===== config.mk =====
export PLATFORM = sky130hd
export DESIGN_NAME = uart_tx_arbiter_flat
export DESIGN_NICKNAME = d
export VERILOG_FILES = /design/src/rtl/uart_arb_pkg.sv /design/src/rtl/uart_tx_arbiter_if.sv /design/src/rtl/uart_tx_arbiter_rr_pick.sv /design/src/rtl/uart_tx_arbiter.sv /design/src/flat_wrapper.sv
export SDC_FILE = /design/constraint.sdc
export NUM_CORES = 1
export LEC_CHECK = 0
export ABC_CLOCK_PERIOD_IN_PS = 2930
export BUFFER_PORTS_ARGS = -buffer_cell sky130_fd_sc_hd__buf_2
export CORE_MARGIN = 2
export CORE_UTILIZATION = 32
export DETAILED_ROUTE_END_ITERATION = 7
export PLACE_DENSITY = 0.57
export SYNTH_ARGS = -nofsm -noshare
export SYNTH_HDL_FRONTEND = slang
export SYNTH_SLANG_ARGS = --single-unit

===== constraint.sdc =====
create_clock -name clk -period 2.93 [get_ports clk]
set_input_delay 0.4395 -clock clk [delete_from_list [all_inputs] [get_ports clk]]
set_output_delay 0.4395 -clock clk [all_outputs]
set_load 0.01 [all_outputs]

===== src/rtl/uart_arb_pkg.sv =====
// rtl/uart_arb_pkg.sv - shared types and constants for the UART transmit arbiter
package uart_arb_pkg;

  typedef enum logic {
    IDLE   = 1'b0,
    LOCKED = 1'b1
  } arb_state_e;

  localparam int NUM_REQ_MIN = 2;
  localparam int NUM_REQ_MAX = 8;

  // Width helper that never collapses to zero bits.
  function automatic int clog2_min1(input int value);
    return (value <= 1) ? 1 : $clog2(value);
  endfunction

  localparam int ID_W_MAX = clog2_min1(NUM_REQ_MAX);

  localparam int CLK_HZ       = 50_000_000;
  localparam int BAUD         = 115_200;
  localparam int CLKS_PER_BIT = CLK_HZ / BAUD;

endpackage


===== src/rtl/uart_tx_arbiter_if.sv =====
// rtl/uart_tx_arbiter_if.sv - requester and serializer byte streams plus grant status
interface uart_tx_arbiter_if #(
  parameter int NUM_REQ = 4
);
  import uart_arb_pkg::*;

  localparam int ID_W = clog2_min1(NUM_REQ);

  logic [NUM_REQ-1:0]   req_valid;
  logic [8*NUM_REQ-1:0] req_data;
  logic [NUM_REQ-1:0]   req_last;
  logic [NUM_REQ-1:0]   req_ready;
  logic                 tx_valid;
  logic [7:0]           tx_data;
  logic                 tx_ready;
  logic                 grant_valid;
  logic [ID_W-1:0]      grant_id;
  logic                 timeout_err;

  modport slave (
    input  req_valid, req_data, req_last, tx_ready,
    output req_ready, tx_valid, tx_data, grant_valid, grant_id, timeout_err
  );

  modport master (
    output req_valid, req_data, req_last, tx_ready,
    input  req_ready, tx_valid, tx_data, grant_valid, grant_id, timeout_err
  );

endinterface


===== src/rtl/uart_tx_arbiter_rr_pick.sv =====
// rtl/uart_tx_arbiter_rr_pick.sv - combinational round-robin picker
// Searches upward from rr_last_i+1 with wrap-around and returns the first requester found.
module rr_pick
  import uart_arb_pkg::*;
#(
  parameter  int NUM_REQ = 4,
  localparam int ID_W    = clog2_min1(NUM_REQ)
) (
  input  logic [NUM_REQ-1:0] req_i,
  input  logic [ID_W-1:0]    rr_last_i,
  output logic [ID_W-1:0]    winner_o,
  output logic               any_req_o
);

  logic [ID_W-1:0] idx;

  always_comb begin
    winner_o  = '0;
    any_req_o = 1'b0;
    idx       = '0;
    for (int k = 1; k <= NUM_REQ; k++) begin
      idx = ID_W'((int'(rr_last_i) + k) % NUM_REQ);
      if (!any_req_o && req_i[idx]) begin
        any_req_o = 1'b1;
        winner_o  = idx;
      end
    end
  end

endmodule


===== src/rtl/uart_tx_arbiter.sv =====
// rtl/uart_tx_arbiter.sv - packet-granular round-robin sharing of one UART serializer
// The owner keeps the serializer until its last byte is accepted or it idles past the timeout.
module uart_tx_arbiter
  import uart_arb_pkg::*;
#(
  parameter int NUM_REQ        = 4,
  parameter int TIMEOUT_CYCLES = 50000
) (
  input logic                clk,
  input logic                rst_n,
  uart_tx_arbiter_if.slave   bus
);

  localparam int              ID_W   = clog2_min1(NUM_REQ);
  localparam int              CNT_W  = clog2_min1(TIMEOUT_CYCLES + 1);
  localparam bit              TO_EN  = (TIMEOUT_CYCLES != 0);
  localparam logic [CNT_W-1:0] TO_VAL = CNT_W'(TIMEOUT_CYCLES);

  arb_state_e       state_q;
  logic             grant_valid_q;
  logic             timeout_err_q;
  logic [ID_W-1:0]  grant_id_q;
  logic [ID_W-1:0]  rr_last_q;
  logic [CNT_W-1:0] cnt_q;
  logic [CNT_W-1:0] cnt_d;

  logic [ID_W-1:0]    winner;
  logic               any_req;
  logic               locked;
  logic               own_valid;
  logic               own_last;
  logic [7:0]         own_data;
  logic [NUM_REQ-1:0] ready;
  logic               last_xfer;
  logic               timeout_hit;

  rr_pick #(
    .NUM_REQ (NUM_REQ)
  ) u_rr_pick (
    .req_i     (bus.req_valid),
    .rr_last_i (rr_last_q),
    .winner_o  (winner),
    .any_req_o (any_req)
  );

  assign locked = (state_q == LOCKED);

  always_comb begin
    own_valid = 1'b0;
    own_last  = 1'b0;
    own_data  = '0;
    ready     = '0;
    for (int i = 0; i < NUM_REQ; i++) begin
      if (ID_W'(i) == grant_id_q) begin
        own_valid = bus.req_valid[i];
        own_last  = bus.req_last[i];
        own_data  = bus.req_data[8*i +: 8];
        ready[i]  = locked && bus.tx_ready;
      end
    end
  end

  // Stall counter saturates rather than wrapping back below the threshold.
  assign cnt_d       = (cnt_q == '1) ? cnt_q : cnt_q + 1'b1;
  assign last_xfer   = locked && own_valid && bus.tx_ready && own_last;
  assign timeout_hit = TO_EN && locked && !own_valid && (cnt_d == TO_VAL);

  assign bus.tx_valid    = locked && own_valid;
  assign bus.tx_data     = own_data;
  assign bus.req_ready   = ready;
  assign bus.grant_valid = grant_valid_q;
  assign bus.grant_id    = grant_id_q;
  assign bus.timeout_err = timeout_err_q;

  always_ff @(posedge clk or negedge rst_n) begin
    if (!rst_n) begin
      state_q       <= IDLE;
      grant_valid_q <= 1'b0;
      grant_id_q    <= '0;
      rr_last_q     <= ID_W'(NUM_REQ - 1);
      cnt_q         <= '0;
      timeout_err_q <= 1'b0;
    end else begin
      timeout_err_q <= 1'b0;
      unique case (state_q)
        IDLE: begin
          if (any_req) begin
            state_q       <= LOCKED;
            grant_id_q    <= winner;
            grant_valid_q <= 1'b1;
            cnt_q         <= '0;
          end
        end
        LOCKED: begin
          if (last_xfer || timeout_hit) begin
            state_q       <= IDLE;
            rr_last_q     <= grant_id_q;
            grant_valid_q <= 1'b0;
            cnt_q         <= '0;
            timeout_err_q <= timeout_hit;
          end else if (own_valid) begin
            cnt_q <= '0;
          end else if (TO_EN) begin
            cnt_q <= cnt_d;
          end
        end
        default: state_q <= IDLE;
      endcase
    end
  end

endmodule


===== src/flat_wrapper.sv =====
// flat-port wrapper written by rule: the top's interface ports become plain ports
module uart_tx_arbiter_flat import uart_arb_pkg::*;
#(
  parameter int NUM_REQ        = 4,
  parameter int TIMEOUT_CYCLES = 50000
)
  (clk, rst_n, bus_req_valid, bus_req_data, bus_req_last, bus_tx_ready, bus_req_ready, bus_tx_valid, bus_tx_data, bus_grant_valid, bus_grant_id, bus_timeout_err);
  uart_tx_arbiter_if #(.NUM_REQ(NUM_REQ)) bus_i ();
  input logic clk;
  input logic rst_n;
  input wire logic [$bits(bus_i.req_valid)-1:0] bus_req_valid;
  input wire logic [$bits(bus_i.req_data)-1:0] bus_req_data;
  input wire logic [$bits(bus_i.req_last)-1:0] bus_req_last;
  input wire logic [$bits(bus_i.tx_ready)-1:0] bus_tx_ready;
  output wire logic [$bits(bus_i.req_ready)-1:0] bus_req_ready;
  output wire logic [$bits(bus_i.tx_valid)-1:0] bus_tx_valid;
  output wire logic [$bits(bus_i.tx_data)-1:0] bus_tx_data;
  output wire logic [$bits(bus_i.grant_valid)-1:0] bus_grant_valid;
  output wire logic [$bits(bus_i.grant_id)-1:0] bus_grant_id;
  output wire logic [$bits(bus_i.timeout_err)-1:0] bus_timeout_err;
  assign bus_i.req_valid = bus_req_valid;
  assign bus_i.req_data = bus_req_data;
  assign bus_i.req_last = bus_req_last;
  assign bus_i.tx_ready = bus_tx_ready;
  assign bus_req_ready = bus_i.req_ready;
  assign bus_tx_valid = bus_i.tx_valid;
  assign bus_tx_data = bus_i.tx_data;
  assign bus_grant_valid = bus_i.grant_valid;
  assign bus_grant_id = bus_i.grant_id;
  assign bus_timeout_err = bus_i.timeout_err;
  uart_tx_arbiter #(.NUM_REQ(NUM_REQ), .TIMEOUT_CYCLES(TIMEOUT_CYCLES)) u_core (.clk(clk), .rst_n(rst_n), .bus(bus_i));
endmodule

======== Word level (Yosys, flattened, before mapping) ========
Index checks and enable logic that the tools add are counted.
W data, S select, Z words.
storage, ports and cells
  register bits after elaboration ......... 23
  input bits .............................. 43
  output and inout port bits .............. 17
  logic and storage cells ................. 86
operators by class
  add/subtract/negate cells ............... 5
  magnitude comparators ................... 4
  eq/ne operators ......................... 7
  multiplexer cells ....................... 45
  bitwise operators ....................... 1
  reductions and logical operators ........ 18
operator list
  kind                     count
  $mux W16                 4
  $eq A16 B16 Y1 const B   2
  $mux W8                  4
  $pmux W16 S2             1
  $mux W1                  26
  $add A16 B1 Y16 const B  1
  $lt A2 B3 Y1 const B     4
  $logic_and A1 B1 Y1      9
  $bmux W1 S2              4
  $mux W2                  4
  $reduce_and A2 Y1        3
  $add A2 B1 Y2 const B    2
  $add A2 B2 Y2 const B    2
  $eq A2 B2 Y1 const A     2
  $logic_not A1 Y1         4
  $pmux W1 S2              2
  $eq A1 B2 Y1 const A     1
  $logic_not A2 Y1         1
  $ne A2 B1 Y1 const B     1
  $ne A2 B2 Y1 const B     1
  $logic_or A1 B1 Y1       1
  $not A1 Y1               1

======== Logic depth before layout (Yosys ltp) ========
Gate-level depths: netlist (run 1).
  depth after elaboration ................. 15
  gate-level depth with buffers ........... 10
  gate-level depth less buffers ........... 8

======== Hierarchy ========
A second synthesis (run 1) with hierarchy kept.
second synthesis, totals
  cells, all modules ...................... 195
  area, all modules ....................... 1970.6 sq um
modules (own cells, without submodules)
  module           instances  cells an instance  area an instance (sq um)  seq. area each (sq um)
  uart_tx_arbiter  1          181                1879.3                    578.1
  rr_pick          1          14                 91.3                      0.0

======== Worst setup path before layout (run 1) ========
Ideal clock, no wire load.
  kind .................................... register to register
  from .................................... register u_core.grant_id_q[0] (netlist: u_core.bus.grant_id[0])
  to ...................................... register u_core.rr_last_q[1]
  library setup time ...................... 0.085 ns
  arrival time ............................ 2.186 ns
  path slack .............................. 0.660 ns
  stages on the path, launching flop included .. 9
  buffers on the path ..................... 1
  period minus slack after synthesis ...... 2.270 ns
  cell sequence ........................... dfrtp_1 -> buf_6 -> mux4_2 -> nor2_8 -> nand2_4 -> nor4_2 -> nand3_1 -> o21ai_2 -> mux2_1
between the ends
  cells in the longest elaborated chain, start to end .. 10
RTL lines
  element                                                         RTL line                                      text
  from (decl)                                                     uart_tx_arbiter.sv:22                         logic [ID_W-1:0] grant_id_q;
  from (signal assigned)                                          uart_tx_arbiter.sv:89                         grant_id_q <= winner;
  $logic_not A2 Y1                                                uart_tx_arbiter.sv:54                         if (ID_W'(i) == grant_id_q) begin
  $mux W1 (4 in series)                                           uart_tx_arbiter.sv:54
  $logic_and A1 B1 Y1 / $logic_not A1 Y1 (equally long branches)  uart_tx_arbiter.sv:65, uart_tx_arbiter.sv:66
  $logic_and A1 B1 Y1 (on tied branches) (2 in series)            uart_tx_arbiter.sv:65, uart_tx_arbiter.sv:66
  $logic_or A1 B1 Y1 (*)                                          uart_tx_arbiter.sv:95                         if (last_xfer || timeout_hit) begin
  $reduce_and A2 Y1 (no source line) (*)                          --
  to (signal assigned)                                            uart_tx_arbiter.sv:80                         rr_last_q <= ID_W'(NUM_REQ - 1);
  to (signal assigned)                                            uart_tx_arbiter.sv:97                         rr_last_q <= grant_id_q;
  to (decl)                                                       uart_tx_arbiter.sv:23                         logic [ID_W-1:0] rr_last_q;
Mark *: on every way between the ends. The rest lies on a longest branch, timed or not.
A chain may end at the register's enable or synchronous reset.

======== Worst setup path after layout (run 1) ========
  from .................................... register u_core.cnt_q[0]
  to ...................................... register u_core.rr_last_q[1]
between the ends
  cells in the longest elaborated chain, start to end .. 6
RTL lines
  element                                                   RTL line                text
  from (decl)                                               uart_tx_arbiter.sv:24   logic [CNT_W-1:0] cnt_q;
  from (signal assigned)                                    uart_tx_arbiter.sv:104  cnt_q <= cnt_d;
  $add A16 B1 Y16 / $eq A16 B16 Y1 (equally long branches)  uart_tx_arbiter.sv:64   assign cnt_d = (cnt_q == '1) ? cnt_q : cnt_q + 1'b1;
  $mux W16 (*)                                              uart_tx_arbiter.sv:64
  $eq A16 B16 Y1 (*)                                        uart_tx_arbiter.sv:66   assign timeout_hit = TO_EN && locked && !own_valid && (cnt_d == TO_VAL);
  $logic_and A1 B1 Y1 (*)                                   uart_tx_arbiter.sv:66
  $logic_or A1 B1 Y1 (*)                                    uart_tx_arbiter.sv:95
  $reduce_and A2 Y1 (no source line) (*)                    --
Marked as above.

==> results.toml, run 1 <==
[run_status]
status = "finished, final reports clean"

[setup_path]
crit_fanout = 8
cp-end-kind = "register"
timing.rr.end = "u_core.rr_last_q[1]$_DFFE_PN1P_"
r2r_setup_slack_ps = 290
crit_type = "reg -> reg"
crit_arrival_ps = 2840
start_kind = "register"
ff2ff_path_depth = 7
cp.required_ps = 3130
r2r_start = "u_core.cnt_q[0]$_DFFE_PN0P_"

[pwr]
clockPowerShare = 0.146
p_comb_frac = 0.536
p_leak_nw = 0.923
net-switching-power_mw = 0.612
power_density_nw_per_um2 = 645
switching_share = 0.427
p_int_mw = 0.823
p_seq_frac = 0.318
max-vdd-ir-drop_mv = 0.396

[timing]
tightest_slew_ps = 739
report.final.slew_viol_count = 0
hold_viol = 0
rsz0062_at_grt = "no"
maxClockFrequency_mhz = 379
tns_ps = 0
setup_viol = 0
fin_crit_sh = 0.900
finClkSkew_ps = 6.16
slew_headroom = 0.503
period_needed_ps = 2640

[detailed_routing]
route.vias.total = 1868
wl_met1_um = 2340
vias_per_cell = 5.68
drt-wirelength-per-cell_um = 15.7
drtPass1Iterations = 4
drt_iter0_drc = 235
ant_nets = 0
topRoutingLayerUsed = "met4"
wl_met3_um = 234
drt-total-wl_um = 5160
wl_met2_um = 2520
drc = 0

[yosys]
yosys_warnings = 0
synth_edf_count = 0
synth-seq-cells = 23
synth_area_um2 = 1830
async_flop_share = 1.00
synth_cell_types = 46
ys_seq_area_frac = 0.317
syn_inst = 202
yosys.area.top_type = "dfrtp_1"
synthTopCellsByArea = "dfrtp_1 29%, mux4_2 12%, a21oi_1 4.1%"
synth_common_cells = "21 x dfrtp_1, 17 x nand2_1, 15 x a21oi_1, 15 x o21ai_0, 13 x nor2_1"
synthFlopType = "dfrtp_1"
synth_top_area_frac = 0.288
synth_area_per_cell_um2 = 9.04
synthesis.nets = 246
yosysMostFrequentCell = "dfrtp_1"

[clock_tree]
clk_latency_ps = 270
cts_hold_buffers = 0
root_buffer = "clkbuf_8"
cts_resized = 0
htreeDepth = 1
tritoncts = "built"
post_cts_buffers = 0
cts_sinks = 23
clk_pin_slew_ps = 90
clockBufferDepth = 2
numCtsBuffers = 3

[final_layout]
utilization = 0.404
nets = 302
num_antenna_cells = 0
area_growth_pct = 21.9
drive_above_1_share = 0.327

[placement]
place_congestion = 0.826
post-dp-hpwl_um = 3900
portBuffers = 59

[grt]
grt_max_degree = 24
grt_util_all_layers = 0.169
antenna_found_initial = 0
grt_pass1_vias = 1752
grt_pass1_wl_um = 8510
overflow = 0

[floorplan]
ioPinCount = 60
die_h_um = 79.5
rows = 27
dieArea_um2 = 6330
fp.dieW_um = 79.5
fp.coreArea_um2 = 5510
initial_core_util = 0.332

[run]
cap_violations = 0

[worst_hold_path]
worst_hold_path_type = "in -> async"
[how the worst max path moves through the flow]
stage | end | slack [ps] | from
4_1_cts | u_core.rr_last_q[1]$_DFFE_PN1P_ | 290 | u_core.cnt_q[0]$_DFFE_PN0P_
3_5_place_dp | u_core.rr_last_q[1]$_DFFE_PN1P_ | 300 | u_core.cnt_q[0]$_DFFE_PN0P_
5_1_grt | u_core.rr_last_q[1]$_DFFE_PN1P_ | 120 | u_core.cnt_q[0]$_DFFE_PN0P_
6_report | u_core.rr_last_q[1]$_DFFE_PN1P_ | 290 | u_core.cnt_q[0]$_DFFE_PN0P_
3_3_place_gp | u_core.cnt_q[4]$_DFFE_PN0P_ | 330 | u_core.cnt_q[0]$_DFFE_PN0P_
2_1_floorplan | u_core.rr_last_q[1]$_DFFE_PN1P_ | 660 | u_core.bus.grant_id[0]$_DFFE_PN0P_
[sequential cells by signal, summed over array words and instances, names as in the netlist]
name and cells:
u_core.cnt_q 16, u_core.bus.grant_id 2, u_core.rr_last_q 2, u_core.bus.grant_valid 1, u_core.bus.timeout_err 1, u_core.locked 1
[stage by stage]
stage / hold slack, ps / setup slack (ps) / instance area (um^2) / total power [mW] / instances
global placement: 458 / 335 / 2180 / 1.23 / 325
floorplan: 144 / 660 / 1830 / 0.999 / 202
global route: 188 / 119 / 2230 / 1.53 / 329
CTS: 167 / 291 / 2230 / 1.44 / 329
detailed placement: 463 / 302 / 2180 / 1.24 / 325
finish: 137 / 294 / 2230 / 1.43 / 329
[worst max-delay path, cell delays in order, from the launching register on]
cell      delay, ps
dfrtp_1         480
ha_1            290
nand4_1         200
o41a_1          560
o311ai_1        350
nand3_1         180
o21ai_2         140
mux2_1          360
[power groups by stage]
stage | combinational [mW] | sequential, mW | clock [mW]
floorplan | 0.557 | 0.442 | 0
CTS | 0.778 | 0.457 | 0.210
global placement | 0.771 | 0.463 | 0
finish | 0.769 | 0.457 | 0.210
detailed placement | 0.775 | 0.463 | 0
global route | 0.841 | 0.467 | 0.226
[routing by layer]
layer / GRT usage / vias up
li1: - / 906
met3: 0.0226 / 7
met4: 0.0431 / 0
met5: 0 / -
met1: 0.226 / 899
met2: 0.289 / 56
[cell type report]
cell class              count  area (um^2)
inverters                   8         30.0
clock inverters             1         5.00
multi-input cells         158         1150
well taps                  72         90.1
flip-flops and latches     23          578
fillers                   548         3280
clock buffers               3         41.3
repair buffers             64          333
[layout by cell type (no fill, tap or decap), types with 4 or more instances in the layout]
| master | count |
|---|---|
| a21oi_1 | 15 |
| a31oi_1 | 8 |
| a41oi_1 | 4 |
| and4_1 | 5 |
| buf_2 | 59 |
| buf_4 | 5 |
| dfrtp_1 | 21 |
| inv_1 | 8 |
| mux4_2 | 10 |
| nand2_1 | 17 |
| nand3_1 | 12 |
| nand4_1 | 9 |
| nor2_1 | 13 |
| nor3_1 | 4 |
| o21ai_0 | 15 |
| o31ai_1 | 4 |
[cell families (layout without fill, tap and decap cells)]
logic type,count (synthesis),after routing,synth area share
fa+ha+maj,1,1,0.00685
mux,15,15,0.152
flops,23,23,0.317
simple gates,80,80,0.251
compound gates,60,60,0.210
xor+xnor,2,2,0.00960
buf+inv,21,76,0.0541
Note: power is estimated with default switching activity, not from simulation.
==> run 2: changes to the inputs <==
--- a/config.mk
+++ b/config.mk
@@ -6,11 +6,12 @@
 export NUM_CORES = 1
 export LEC_CHECK = 0
 export ABC_CLOCK_PERIOD_IN_PS = 2930
-export BUFFER_PORTS_ARGS = -buffer_cell sky130_fd_sc_hd__buf_2
+export BUFFER_PORTS_ARGS = -buffer_cell sky130_fd_sc_hd__buf_4
 export CORE_MARGIN = 2
 export CORE_UTILIZATION = 32
 export DETAILED_ROUTE_END_ITERATION = 7
 export PLACE_DENSITY = 0.57
+export REMOVE_ABC_BUFFERS = 1
 export SYNTH_ARGS = -nofsm -noshare
 export SYNTH_HDL_FRONTEND = slang
 export SYNTH_SLANG_ARGS = --single-unit
==> run 2 against run 1 <==
- highest routed layer unchanged
- critical path depth rose by 1
- cell count grew 0.61%
- clock power is 5% lower
- sequential cell count did not move
- sequential power about the same
- utilization is 2.9 points higher
- first-iteration DRC count shrank 13%
- final area up 7.3%
- worst hold slack worse by 86 ps
- total power rose by 5.1%
- clock-buffer cell count rose by 1
==> results.toml, run 2 (synthesized netlist as in run 1, its figures left out) <==
[setup_path]
cp_cell_sequence = "ha_1 > nand4_1 > o41a_1 > o311ai_1 > nand3_1 > buf_4 > a31oi_1 > a21oi_1"
crit_type = "reg -> reg"
timing.rr.end = "u_core.cnt_q[15]$_DFFE_PN0P_"
worst_path_max_delay_cell = "o41a_1"
max_stage_delay_ps = 560
r2r_start = "u_core.cnt_q[0]$_DFFE_PN0P_"
cp.required_ps = 3070
ff2ff_path_depth = 8
crit_arrival_ps = 2630
crit_fanout = 10
start_kind = "register"
r2r_setup_slack_ps = 440
cp-end-kind = "register"

[grt]
grt-busiest-layer = "met2"
use_met2 = 0.301
grtUsageMet1 = 0.258
antenna_found_initial = 0
use_met3 = 0.0305
grt_pass1_wl_um = 9300
grt_util_all_layers = 0.186
overflow = 0
grt_pass1_vias = 1830
grt_max_degree = 24

[final_layout]
utilization = 0.434
layout_commonest_cell = "buf_4"
final_cell_mix = "66 x buf_4, 21 x dfrtp_1, 17 x nand2_1"
nets = 304
largest_reg_flops = 16
area_growth_pct = 30.8
drive_above_1_share = 0.328
num_antenna_cells = 0
regMostFlops = "u_core.cnt_q"

[clock_tree]
clk_latency_ps = 270
numCtsBuffers = 3
clockBufferDepth = 2
cts_resized = 0
root_buffer = "clkbuf_8"
cts_hold_buffers = 0
post_cts_buffers = 0
clk_pin_slew_ps = 80
tritoncts = "built"
htreeDepth = 1
cts_sinks = 23

[timing]
tightest_slew_ps = 651
finClkSkew_ps = 2.42
tns_ps = 0
fin_crit_sh = 0.850
period_needed_ps = 2490
maxClockFrequency_mhz = 402
hold_viol = 0
slew_headroom = 0.562
holdWs_ps = 51.7
rsz0062_at_grt = "no"
report.final.slew_viol_count = 0
setup_viol = 0

[run]
cap_violations = 0

[pwr]
power_density_nw_per_um2 = 632
max-vdd-ir-drop_mv = 0.317
p_leak_nw = 0.977

[detailed_routing]
drtPass1Iterations = 4
drc = 0
drt-wirelength-per-cell_um = 16.5
drt_iter0_drc = 204
route.vias.total = 1853
ant_nets = 0
vias_per_cell = 5.60
drt-total-wl_um = 5460

[worst_hold_path]
worst_hold_path_type = "in -> async"

[floorplan]
fp.dieW_um = 79.5
die_h_um = 79.5
ioPinCount = 60
initial_core_util = 0.332
dieArea_um2 = 6330
fp.coreArea_um2 = 5510
rows = 27

[run_status]
status = "finished, final reports clean"

[placement]
post-dp-hpwl_um = 4110
portBuffers = 59
place_congestion = 0.880
## run 2: changes by cell type in the layout (fill, tap and decap cells not counted)
cell / delta
buf_4: +61
buf_2: -59
clkbuf_1: +1
clkinv_2: -1
## run 2: area by class of cell
| class | instances | area, um^2 |
|---|---|---|
| well taps | 72 | 90.1 |
| inverters | 8 | 30.0 |
| flip-flops and latches | 23 | 578 |
| clock buffers | 4 | 45.0 |
| fillers | 542 | 3120 |
| multi-input cells | 158 | 1150 |
| repair buffers | 66 | 495 |
## run 2: worst max-delay path: cells and delay by family, from the launching register on
kind | cells | cell delay, ps
AOI/OAI and AO/OA | 4 | 1070
DFF | 1 | 460
and+or+nand+nor | 2 | 360
adders and majority gates | 1 | 270
buffers and inverters | 1 | 200
## run 2: through the flow
stage / area (um^2) / setup slack [ps] / total power [mW] / std cells
after floorplan: 1760 / 46.5 / 0.964 / 189
after global placement: 2340 / 414 / 1.31 / 327
after detailed placement: 2340 / 437 / 1.32 / 327
after CTS: 2390 / 462 / 1.52 / 331
after global routing: 2390 / 243 / 1.62 / 331
final: 2390 / 440 / 1.51 / 331
## run 2: worst max path at each step
stage	from	end	slack (ps)	depth (start not counted)
floorplan	u_core.bus.grant_id[0]$_DFFE_PN0P_	u_core.rr_last_q[0]$_DFFE_PN1P_	50	7
global placement	u_core.cnt_q[8]$_DFFE_PN0P_	u_core.cnt_q[14]$_DFFE_PN0P_	410	8
detailed placement	bus_req_valid[3]	u_core.cnt_q[15]$_DFFE_PN0P_	440	9
CTS	u_core.cnt_q[0]$_DFFE_PN0P_	u_core.cnt_q[4]$_DFFE_PN0P_	460	7
global route	u_core.cnt_q[1]$_DFFE_PN0P_	u_core.cnt_q[15]$_DFFE_PN0P_	240	8
finish	u_core.cnt_q[0]$_DFFE_PN0P_	u_core.cnt_q[15]$_DFFE_PN0P_	440	8
## run 2: report_power, final
part | internal [mW] | leakage [nW] | total, mW | switching, mW
combinational | 0.416 | 0.654 | 0.850 | 0.434
clock | 0.0973 | 0.0228 | 0.199 | 0.102
sequential | 0.381 | 0.300 | 0.459 | 0.0778
## run 2: metal layers
metal  routed length (um)  share of wire
met3                  173          0.032
met5                    0              0
met4                   67          0.012
met2                 2730           0.50
met1                 2490           0.46
